<file path="src/rtl/seg7_display_sched.sv">
// Display scheduler for the PiFan 4-digit 7-segment interface: arbitrates two
// valid/ready sources on a scan-count dwell and converts each value to BCD.
module seg7_display_sched #(
  parameter int unsigned SCAN_DIV    = 24000,
  parameter int unsigned DWELL_SCANS = 1000
) (
  input  logic        clk,
  input  logic        rst_n,
  input  logic        a_valid,
  input  logic [13:0] a_value,
  output logic        a_ready,
  input  logic        b_valid,
  input  logic [13:0] b_value,
  output logic        b_ready,
  output logic        scan_enable,
  output logic [3:0]  digit0,
  output logic [3:0]  digit1,
  output logic [3:0]  digit2,
  output logic [3:0]  digit3,
  output logic [1:0]  colon,
  output logic        src,
  output logic        busy
);

  localparam int unsigned SCAN_W  = $clog2(SCAN_DIV);
  localparam int unsigned DWELL_W = (DWELL_SCANS > 1) ? $clog2(DWELL_SCANS) : 1;
  localparam logic [SCAN_W-1:0]  SCAN_LAST  = SCAN_W'(SCAN_DIV - 1);
  localparam logic [DWELL_W-1:0] DWELL_LAST = DWELL_W'(DWELL_SCANS - 1);
  localparam logic [13:0]        VAL_MAX    = 14'd9999;

  typedef enum logic [1:0] {ST_IDLE, ST_SHOW, ST_CONV, ST_COMMIT} state_t;

  state_t              r_state, w_state_next;
  logic [SCAN_W-1:0]   r_scan_cnt;
  logic                r_scan_en;
  logic [13:0]         r_val_a, r_val_b;
  logic                r_pend_a, r_pend_b;
  logic                r_has_a, r_has_b;
  logic                r_a_ready, r_b_ready;
  logic                r_sel;
  logic [29:0]         r_shift;
  logic [3:0]          r_bit_cnt;
  logic [DWELL_W-1:0]  r_dwell, w_dwell_next;
  logic [15:0]         r_digits;
  logic [1:0]          r_colon;
  logic                r_src;

  logic w_cap_a, w_cap_b;
  logic w_load, w_load_src;
  logic w_pend_a_next, w_pend_b_next;
  logic w_pend_sel, w_has_other;

  // One double-dabble step: correct every BCD nibble >= 5, then shift left.
  function automatic logic [29:0] f_dd_step(input logic [29:0] s);
    logic [29:0] t;
    t = s;
    for (int unsigned i = 0; i < 4; i++) begin
      if (t[14 + 4*i +: 4] >= 4'd5) t[14 + 4*i +: 4] = t[14 + 4*i +: 4] + 4'd3;
    end
    return {t[28:0], 1'b0};
  endfunction

  always_ff @(posedge clk) begin
    if (!rst_n) begin
      r_scan_cnt <= '0;
      r_scan_en  <= 1'b0;
    end else begin
      r_scan_en  <= (r_scan_cnt == SCAN_LAST);
      r_scan_cnt <= (r_scan_cnt == SCAN_LAST) ? '0 : r_scan_cnt + 1'b1;
    end
  end

  assign w_cap_a     = a_valid & r_a_ready;
  assign w_cap_b     = b_valid & r_b_ready;
  assign w_pend_sel  = r_sel ? r_pend_b : r_pend_a;
  assign w_has_other = r_sel ? r_has_a : r_has_b;

  // A capture on the same edge as a switch-load of that source keeps the new
  // value pending; the load itself uses the previously held value.
  assign w_pend_a_next = w_cap_a | (r_pend_a & ~(w_load & ~w_load_src));
  assign w_pend_b_next = w_cap_b | (r_pend_b & ~(w_load &  w_load_src));

  always_ff @(posedge clk) begin
    if (!rst_n) r_state <= ST_IDLE;
    else        r_state <= w_state_next;
  end

  always_comb begin
    w_state_next = r_state;
    w_load       = 1'b0;
    w_load_src   = r_sel;
    w_dwell_next = r_dwell;
    case (r_state)
      ST_IDLE: begin
        if (r_pend_a) begin
          w_load     = 1'b1;
          w_load_src = 1'b0;
        end else if (r_pend_b) begin
          w_load     = 1'b1;
          w_load_src = 1'b1;
        end
      end
      ST_SHOW: begin
        if (r_scan_en) begin
          if (r_dwell == DWELL_LAST) begin
            w_dwell_next = '0;
            if (w_has_other) begin
              w_load     = 1'b1;
              w_load_src = ~r_sel;
            end
          end else begin
            w_dwell_next = r_dwell + 1'b1;
          end
        end else if (w_pend_sel) begin
          w_load     = 1'b1;
          w_load_src = r_sel;
        end
      end
      ST_CONV:   if (r_bit_cnt == 4'd13) w_state_next = ST_COMMIT;
      ST_COMMIT: w_state_next = ST_SHOW;
      default:   w_state_next = ST_IDLE;
    endcase
    if (w_load) w_state_next = ST_CONV;
  end

  always_ff @(posedge clk) begin
    if (!rst_n) begin
      r_val_a   <= '0;
      r_val_b   <= '0;
      r_pend_a  <= 1'b0;
      r_pend_b  <= 1'b0;
      r_has_a   <= 1'b0;
      r_has_b   <= 1'b0;
      r_a_ready <= 1'b1;
      r_b_ready <= 1'b1;
      r_sel     <= 1'b0;
      r_shift   <= '0;
      r_bit_cnt <= '0;
      r_dwell   <= '0;
      r_digits  <= '0;
      r_colon   <= 2'b11;
      r_src     <= 1'b0;
    end else begin
      r_pend_a  <= w_pend_a_next;
      r_pend_b  <= w_pend_b_next;
      r_a_ready <= ~w_pend_a_next;
      r_b_ready <= ~w_pend_b_next;
      r_dwell   <= w_dwell_next;
      if (w_cap_a) begin
        r_val_a <= (a_value > VAL_MAX) ? VAL_MAX : a_value;
        r_has_a <= 1'b1;
      end
      if (w_cap_b) begin
        r_val_b <= (b_value > VAL_MAX) ? VAL_MAX : b_value;
        r_has_b <= 1'b1;
      end
      if (w_load) begin
        r_shift   <= {16'b0, w_load_src ? r_val_b : r_val_a};
        r_sel     <= w_load_src;
        r_bit_cnt <= '0;
      end else if (r_state == ST_CONV) begin
        r_shift   <= f_dd_step(r_shift);
        r_bit_cnt <= r_bit_cnt + 1'b1;
      end
      if (r_state == ST_COMMIT) begin
        r_digits <= r_shift[29:14];
        r_colon  <= r_sel ? 2'b01 : 2'b11;
        r_src    <= r_sel;
      end
    end
  end

  assign a_ready     = r_a_ready;
  assign b_ready     = r_b_ready;
  assign scan_enable = r_scan_en;
  assign digit0      = r_digits[3:0];
  assign digit1      = r_digits[7:4];
  assign digit2      = r_digits[11:8];
  assign digit3      = r_digits[15:12];
  assign colon       = r_colon;
  assign src         = r_src;
  assign busy        = (r_state == ST_CONV) || (r_state == ST_COMMIT);

endmodule

</file>
<file path="config.mk">
export PLATFORM = sky130hd
export DESIGN_NAME = seg7_display_sched
export DESIGN_NICKNAME = d
export VERILOG_FILES = /design/src/rtl/seg7_display_sched.sv
export SDC_FILE = /design/constraint.sdc
export NUM_CORES = 1
export LEC_CHECK = 0
export ABC_AREA = 1
export CAP_MARGIN = 5
export CORE_MARGIN = 1.5
export CORE_UTILIZATION = 60
export CTS_CLUSTER_SIZE = 40
export DETAILED_ROUTE_END_ITERATION = 12
export PLACE_DENSITY = 0.84
export SYNTH_ARGS = -nofsm -noshare
export SYNTH_HDL_FRONTEND = slang
export SYNTH_SLANG_ARGS = --single-unit
</file>
<file path="constraint.sdc">
create_clock -name clk -period 4.85 [get_ports clk]
set_input_delay 1.455 -clock clk [delete_from_list [all_inputs] [get_ports clk]]
set_output_delay 1.455 -clock clk [all_outputs]
set_load 0.01 [all_outputs]
</file>
==> results.yml, run 1 <==
status:
  status: "complete, no violations"
clock_tree:
  clockBufferDepth: 2
  htree_num_levels: 4
  cts_hold_buffers: 0
  cts.reportedPaths.clkPinSlew_ps: 60
  numCtsBuffers: 17
  ctsResizeCount: 0
  cts_tree: "built"
  cts_setup_buffers: 0
  clock-sinks: 115
  insertion_delay_ps: 520
  clockRootBuffer: "clkbuf_8"
pwr:
  power_switching_uw: 666
  p_clk_share_pct: 44.8
  intPower_mw: 1.77
  powerDensity_mw_per_mm2: 391
  ir_drop_v: 0.000227
  p_leak_nw: 2.68
  power.share.switching_pct: 27.3
  p_seq_share_pct: 42.4
  power_frac_comb_pct: 12.8
grt:
  grt_start_max_net_pins: 43
  grt_pass1_wl_um: 20100
  first_global_vias: 4447
  grt_use_total_pct: 28.4
  grt-ovfl-total: 0
  antenna_found_initial: 0
worst_hold_path:
  hp-class: "reg -> reg"
  hold_path_depth: 1
  min_from: "r_scan_cnt[0]$_SDFF_PP0_"
  hold_path_end: "r_scan_cnt[0]$_SDFF_PP0_"
placement:
  hpwl_um: 7820
  routabilityCongestion: 0.874
  placed_cell_area_mm2: 0.00573
  io_buffers: 53
logic_synthesis:
  synth_top_cell_by_area: "dfxtp_1"
  synthTopCellsByArea: "dfxtp_1 (44%), o21ai_0 (7.4%), nand2_1 (7.2%), a21oi_1 (7.2%), nor2_1 (6.3%)"
  synth-edff-count: 0
  syn_nets: 759
  ys_warn_count: 0
  synth_seq_cells: 115
  netlist_area_mm2: 0.00524
  async_flop_share_pct: 0
  synth_ff_type: "dfxtp_1"
  syn_area_per_cell_um2: 7.32
  synthCells: 715
  seq_area_frac_synth_pct: 44.0
  synth_cell_type_count: 36
  synth.top_cell.area_share_pct: 44.0
route:
  post_drt_via_cell_ratio: 5.53
  firstDrtPassIters: 6
  wl_um: 12200
  post_drt_wl_per_cell_um: 14.0
  antenna_left: 0
  num_vias: 4818
  post-route-drc-count: 0
  first_iter_violations: 302
cells_and_area:
  drive_gt1_share_pct: 7.57
  antennaDiodeCount: 0
  multi_input_comb_area_mm2: 0.00242
  areaGrowthSynthToFinish_pct: 19.3
  layout.nets: 798
  seq_area_mm2: 0.00230
  fillers: 614
  finalInstanceArea_mm2: 0.00624
setup_path:
  reg2reg_slack_ps: 1930
  r2r_cells: 8
  startpoint_type: "flip-flop"
  crit_chain: "clkdlybuf4s50_1"
  worstPathArrival_ps: 1670
  cp_top_family: "buffers and inverters"
  crit_path_max_fanout: 7
  critPathCaptureType: "output pin"
  critPathBufInv: 1
  critPathRequiredTime_ps: 3390
  r2r_start: "r_dwell[0]$_SDFFE_PN0P_"
  cp_slowest_cell: "clkdlybuf4s50_1"
  crit_type: "reg -> out"
  r2r-end: "r_shift[16]$_SDFFE_PP0P_"
  crit_path_max_incr_delay_ps: 630
  cp-startpoint: "r_state[1]$_SDFFE_PN0P_"
sta:
  setup-tns-final_ps: 0
  slew_violations: 0
  setup_viol: 0
  period_needed_ps: 3130
  hold_viol: 0
  tightest_slew_ps: 823
  skew_ps: 8.86
  fin_crit_sh_pct: 64.5
  max-slew-margin-rel_pct: 44.9
  holdWs_ps: 445
  rsz0062_at_grt: "false"
  fmax_ghz: 0.320
floorplan:
  die_y_um: 96.4
  io_pins: 55
  rows: 33
  die_w_um: 96.4
  core_area_mm2: 0.00834
  initial_core_util_pct: 62.8
  dieArea_mm2: 0.00929
job:
  maxCapViolCount: 0
==> metrics by stage <==
step / power, mW / setup slack, ps / utilization, % / std cells
2_1_floorplan: 1.29 / 2410 / - / 715
3_3_place_gp: 1.34 / 1890 / 68.7 / 840
3_5_place_dp: 1.36 / 1790 / 68.7 / 840
4_1_cts: 2.45 / 1710 / 74.9 / 871
5_1_grt: 2.54 / 1680 / 74.9 / 871
6_report: 2.44 / 1720 / 74.9 / 871
==> worst max-delay path by stage <==
stage / end / slack [ps] / depth (start not counted)
after floorplan: r_digits[10]$_SDFFE_PN0P_ / 2410 / 5
after global placement: colon[1]$_SDFFE_PN1P_ / 1890 / 5
after detailed placement: r_bit_cnt[0]$_SDFFE_PP0P_ / 1790 / 4
after CTS: busy / 1710 / 1
after global routing: busy / 1680 / 1
final: busy / 1720 / 1
==> layout by cell type (no fill, tap or decap), drive strengths merged, types with 12 or more instances in the layout <==
cell / count
a21oi: 77
clkbuf: 20
clkdlybuf4s50: 52
dfxtp: 115
ha: 12
inv: 91
nand2: 103
nand3: 42
nand4: 22
nor2: 92
nor3: 12
o21ai: 79
==> area by class of cell <==
type	count	area share [%]
clock buffer	20	6.81
multi-input combinational	475	38.8
sequential	115	36.9
clock inverter	11	1.44
timing repair buffer	54	8.54
inverter	91	5.47
tap	105	2.10
==> cell families after synthesis <==
family	Yosys count	synth area share, %
and+or+nand+nor	286	24.7
AOI/OAI and AO/OA	163	16.4
buffers and inverters	125	9.80
DFF	115	44.0
xor gates and xnor gates	13	2.17
adders and majority gates	12	2.87
other	1	0.0716
==> power groups by stage <==
stage / clock network, mW / logic, mW / registers, mW
detailed placement: 0 / 0.304 / 1.05
global route: 1.15 / 0.356 / 1.04
CTS: 1.10 / 0.310 / 1.03
global placement: 0 / 0.293 / 1.05
floorplan: 0 / 0.244 / 1.04
finish: 1.09 / 0.313 / 1.03
==> routing by layer <==
layer	up-vias	track usage, %	routed length [um]
li1	2416	-	-
met1	2207	33.4	5240
met2	169	48.9	5970
met3	26	7.59	759
met4	0	11.4	259
met5	-	0	0
==> state kept, by name (all words and copies together) (netlist names), 2 cells and up <==
name and flops:
r_shift 30, r_digits 16, r_scan_cnt 15, r_val_a 14, r_val_b 14, r_dwell 10, r_bit_cnt 4, r_state 2
==> cell usage after synthesis (7+ instances only) <==
cell type and number:
dfxtp_1 115, nand2_1 101, nor2_1 88, inv_1 86, o21ai_0 77, a21oi_1 75, nand3_1 41, clkbuf_1 21
nand4_1 21, ha_1 12, xor2_1 11, nor3_1 9, or2_2 7
Note: power is estimated with default switching activity, not from simulation.
==> run 2, diff against run 1 <==
CORE_UTILIZATION = 56   (was 60)
PLACE_DENSITY = 0.79   (was 0.84)
clock period = 2.99 ns   (was 4.85 ns; I/O delays follow)
==> run 2 against run 1 <==
Effect of this change:
- utilization decreased by 5.3 points
- global-route usage decreased by 2.6 points
- power increased by 74%
- cell count increased by 1.1%
- setup slack got worse by 1300 ps
- clock power increased by 87%
- combinational power increased by 67%
- critical path type unchanged
==> results.yml, run 2 (same netlist as run 1, synthesis figures left out) <==
status:
  status: "complete, no violations"
placement:
  hpwl_um: 7860
  routabilityCongestion: 0.824
  io_buffers: 53
  dp_slack_ps: 527
route:
  wl_um: 12400
  num_vias: 4786
  first_iter_violations: 271
  post_drt_via_cell_ratio: 5.43
  post-route-drc-count: 0
  antenna_left: 0
  firstDrtPassIters: 5
  post_drt_wl_per_cell_um: 14.1
clock_tree:
  numCtsBuffers: 17
  cts_tree: "built"
  htree_num_levels: 4
  cts_setup_buffers: 0
  cts_hold_buffers: 0
  clock-sinks: 115
  clockRootBuffer: "clkbuf_8"
  insertion_delay_ps: 510
  clockBufferDepth: 2
  ctsResizeCount: 0
  cts.reportedPaths.clkPinSlew_ps: 60
sta:
  slew_violations: 0
  skew_ps: 7.10
  holdWs_ps: 457
  hold_viol: 0
  fin_crit_sh_pct: 85.6
  fmax_ghz: 0.391
  max-slew-margin-rel_pct: 51.0
  rsz0062_at_grt: "false"
  period_needed_ps: 2560
  tightest_slew_ps: 733
  setup_ws_ps: 430
  setup-tns-final_ps: 0
  setup_viol: 0
setup_path:
  critPathCaptureType: "output pin"
  cp_top_family: "buffers and inverters"
  crit_chain: "clkdlybuf4s50_1"
  startpoint_type: "flip-flop"
  critPathBufInv: 1
  critPathRequiredTime_ps: 2090
  worstPathArrival_ps: 1660
  crit_path_max_fanout: 7
  crit_path_max_incr_delay_ps: 630
  cp_slowest_cell: "clkdlybuf4s50_1"
  crit_type: "reg -> out"
floorplan:
  core_area_mm2: 0.00915
  io_pins: 55
  initial_core_util_pct: 57.2
  dieArea_mm2: 0.00994
  rows: 35
  die_y_um: 99.7
  die_w_um: 99.7
grt:
  antenna_found_initial: 0
  grt_pass1_wl_um: 20600
  first_global_vias: 4565
  grt-ovfl-total: 0
  grt_use_total_pct: 25.7
  grt_start_max_net_pins: 48
pwr:
  p_leak_nw: 2.74
  powerDensity_mw_per_mm2: 667
  ir_drop_v: 0.000498
cells_and_area:
  drive_gt1_share_pct: 8.05
  layout.nets: 801
  final_util_pct: 69.5
  fillers: 722
  antennaDiodeCount: 0
  final_cell_mix: "dfxtp_1 (115), nand2_1 (101), nor2_1 (88)"
  reg_top3: "r_shift (30), r_digits (16), r_scan_cnt (15)"
  largest_register_ffs: 30
  final_common_cell: "dfxtp_1"
  areaGrowthSynthToFinish_pct: 21.5
  max_flop_register: "r_shift"
job:
  maxCapViolCount: 0
worst_hold_path:
  hp-class: "reg -> reg"
## run 2: cell types whose count changed in the layout (fill, tap and decap cells not counted)
cell        delta
clkbuf_8       +4
clkinv_4       +1
buf_4          +3
clkinv_2       -4
clkinvlp_4     -2
bufinv_16      +2
## run 2: path summary, 6_finish.rpt
kind                            start                       end  cells after the start  slack (ps)
max           r_state[1]$_SDFFE_PN0P_                      busy                      1         430
min          r_scan_cnt[0]$_SDFF_PP0_  r_scan_cnt[0]$_SDFF_PP0_                      1         460
max reg2reg   r_dwell[0]$_SDFFE_PN0P_   r_shift[8]$_SDFFE_PN0P_                     11         810
min reg2reg  r_scan_cnt[0]$_SDFF_PP0_  r_scan_cnt[0]$_SDFF_PP0_                      1         460
## run 2: final cells by class
class | count | area [um^2] | share of cell area, %
multi-input cells | 475 | 2420 | 38.0
flip-flops and latches | 115 | 2300 | 36.2
repair buffers | 57 | 556 | 8.73
clock buffers | 24 | 480 | 7.55
inverters | 91 | 342 | 5.37
well taps | 111 | 139 | 2.18
clock inverters | 8 | 124 | 1.95
## run 2: metal layers
layer,wire (um),GRT usage [%],vias to the layer above
li1,-,-,2418
met1,5630,31.8,2220
met2,5990,43.7,129
met3,612,6.47,19
met4,172,8.67,0
met5,0,0,-
## run 2: where the power goes
group | switching (mW) | internal [mW] | total (mW)
logic | 0.339 | 0.183 | 0.522
clock network | 0.684 | 1.36 | 2.04
registers | 0.0602 | 1.62 | 1.68
## run 2: through the flow
stage / std cells / total power, mW / instance area [um^2]
floorplan: 715 / 2.09 / 5240
global placement: 849 / 2.19 / 5760
detailed placement: 849 / 2.21 / 5760
CTS: 881 / 4.25 / 6360
global route: 881 / 4.41 / 6360
finish: 881 / 4.24 / 6360
==> run 3, diff against run 2 <==
ABC_AREA = not set   (was 1)
==> run 3 against run 2 <==
Effect of this change:
- register-to-register slack got worse by 200 ps
- worst hold slack got worse by 6.4 ps
- synthesized cell count decreased by 17%
- utilization increased by 2.0 points
- sequential share of layout area increased by 0.91 points
- clock skew about the same
- critical path depth unchanged
- global-route usage decreased by 2.1 points
- area after synthesis decreased by 4.5%
==> results.yml, run 3 <==
floorplan:
  core_area_mm2: 0.00868
  die_y_um: 97.5
  dieArea_mm2: 0.00950
  rows: 34
  io_pins: 55
  initial_core_util_pct: 57.6
  die_w_um: 97.5
sta:
  rsz0062_at_grt: "false"
  slew_violations: 0
  tightest_slew_ps: 680
  setup_ws_ps: 412
  fmax_ghz: 0.388
  skew_ps: 7.29
  setup_viol: 0
  fin_crit_sh_pct: 86.2
  period_needed_ps: 2580
  setup-tns-final_ps: 0
  hold_viol: 0
  max-slew-margin-rel_pct: 54.7
route:
  top_layer: "met4"
  wl_met1_um: 4800
  firstDrtPassIters: 5
  wl_met3_um: 566
  antenna_left: 0
  met2_length_um: 5410
  post_drt_wl_per_cell_um: 14.4
  post-route-drc-count: 0
  wl_um: 10900
  post_drt_via_cell_ratio: 5.54
  num_vias: 4192
  first_iter_violations: 277
setup_path:
  cp_top_family: "buffers and inverters"
  crit_chain: "clkdlybuf4s50_1"
  r2r-end: "r_bit_cnt[3]$_SDFFE_PP0P_"
  r2r_cells: 7
  r2r_start: "r_dwell[0]$_SDFFE_PN0P_"
  critPathRequiredTime_ps: 2090
  crit_type: "reg -> out"
  cp_slowest_cell: "clkdlybuf4s50_1"
  startpoint_type: "flip-flop"
  critPathBufInv: 1
  worstPathArrival_ps: 1680
  critPathCaptureType: "output pin"
  crit_path_max_incr_delay_ps: 640
  reg2reg_slack_ps: 610
  crit_path_max_fanout: 13
logic_synthesis:
  yosysMostFrequentCell: "dfxtp_1"
  async_flop_share_pct: 0
  seq_area_frac_synth_pct: 46.1
  synth.top_cell.area_share_pct: 46.1
  syn_nets: 635
  synth-edff-count: 0
  synth_commonest_cells: "dfxtp_1 (115), nor2_1 (97), nand2_1 (81)"
  synth_seq_cells: 115
  synth_top_cell_by_area: "dfxtp_1"
  synth_cell_type_count: 48
  netlist_area_mm2: 0.00500
  synthCells: 591
  syn_area_per_cell_um2: 8.46
  synthTopCellsByArea: "dfxtp_1 (46%), nor2_1 (7.3%), nand2_1 (6.1%), a21oi_1 (5.9%), mux2i_1 (3.4%)"
  synth_ff_type: "dfxtp_1"
  ys_warn_count: 0
grt:
  first_global_vias: 4033
  grt-ovfl-total: 0
  grt_pass1_wl_um: 18200
  grt_start_max_net_pins: 40
  antenna_found_initial: 0
  grt_use_total_pct: 23.6
pwr:
  p_leak_nw: 2.29
  powerDensity_mw_per_mm2: 707
  ir_drop_v: 0.000401
cells_and_area:
  areaGrowthSynthToFinish_pct: 24.2
  final_util_pct: 71.5
  final_common_cell: "dfxtp_1"
  reg_top3: "r_shift (30), r_digits (16), r_scan_cnt (15)"
  largest_register_ffs: 30
  final_cell_mix: "dfxtp_1 (115), nor2_1 (97), nand2_1 (81)"
  layout.nets: 680
  antennaDiodeCount: 0
  drive_gt1_share_pct: 10.0
  max_flop_register: "r_shift"
worst_hold_path:
  hold_path_depth: 2
  hp-class: "reg -> reg"
  hold_path_end: "r_val_a[12]$_SDFFE_PN0P_"
  min_from: "r_val_a[12]$_SDFFE_PN0P_"
placement:
  hpwl_um: 7130
  io_buffers: 53
  dp_slack_ps: 481
  routabilityCongestion: 0.791
status:
  status: "complete, no violations"
clock_tree:
  cts_tree: "built"
  cts_hold_buffers: 0
  clockBufferDepth: 2
  insertion_delay_ps: 510
  cts_setup_buffers: 0
  ctsResizeCount: 0
  cts.reportedPaths.clkPinSlew_ps: 50
  clockRootBuffer: "clkbuf_8"
  clock-sinks: 115
  numCtsBuffers: 17
  htree_num_levels: 4
job:
  maxCapViolCount: 0
run 3: cell types whose count changed after synthesis, sizes merged, moves of 15 or more:
cell	delta
o221a	+15
a21oi	-15
inv	-79
nand4	-18
nand3	-25
mux2i	+17
nand2	-22
o21ai	-52
run 3: worst max-delay path by stage:
stage | start | end | slack, ps | cells past startpoint
2_1_floorplan | r_dwell[0]$_SDFFE_PN0P_ | r_shift[10]$_SDFFE_PN0P_ | 1070 | 8
3_3_place_gp | b_value[6] | r_val_b[1]$_SDFFE_PN0P_ | 610 | 6
3_5_place_dp | b_value[6] | r_val_b[0]$_SDFFE_PN0P_ | 480 | 6
4_1_cts | r_state[1]$_SDFFE_PN0P_ | busy | 400 | 1
5_1_grt | r_state[1]$_SDFFE_PN0P_ | busy | 360 | 1
6_report | r_state[1]$_SDFFE_PN0P_ | busy | 410 | 1
run 3: cell families after synthesis:
logic type	Yosys count	share of synthesized area (%)
xor+xnor	31	5.43
buf+inv	47	4.33
simple gates	243	21.4
compound gates	125	16.3
mux	17	3.40
flops	115	46.1
other cells	1	0.0750
fa+ha+maj	12	3.00
run 3: report_power, final:
group | switching (mW) | total, mW | internal, mW
Sequential | 0.0745 | 1.71 | 1.63
Clock | 0.660 | 2.16 | 1.50
Combinational | 0.298 | 0.523 | 0.224
Total | 1.03 | 4.39 | 3.36
run 3: through the flow:
| step | area [um^2] | total power [mW] | instances | hold WS (ps) |
|---|---|---|---|---|
| detailed placement | 5570 | 2.25 | 725 | 445 |
| floorplan | 5000 | 2.12 | 591 | 430 |
| global placement | 5570 | 2.23 | 725 | 439 |
| finish | 6210 | 4.39 | 756 | 451 |
| global route | 6210 | 4.56 | 756 | 469 |
| CTS | 6210 | 4.41 | 756 | 451 |
run 3: metal layers:
layer  global-route usage [%]  up-vias
met5                        0        -
met4                     8.57        0
met1                     28.4     1942
met3                     6.33        8
li1                         -     2114
met2                     40.6      128
run 3: area by class of cell:
| type | instances | area, um^2 |
|---|---|---|
| multi-input combinational | 429 | 2490 |
| fill | 667 | 2470 |
| sequential | 115 | 2300 |
| timing repair buffer | 61 | 591 |
| clock buffer | 22 | 463 |
| clock inverter | 9 | 176 |
| tap | 108 | 135 |
| inverter | 12 | 45.0 |
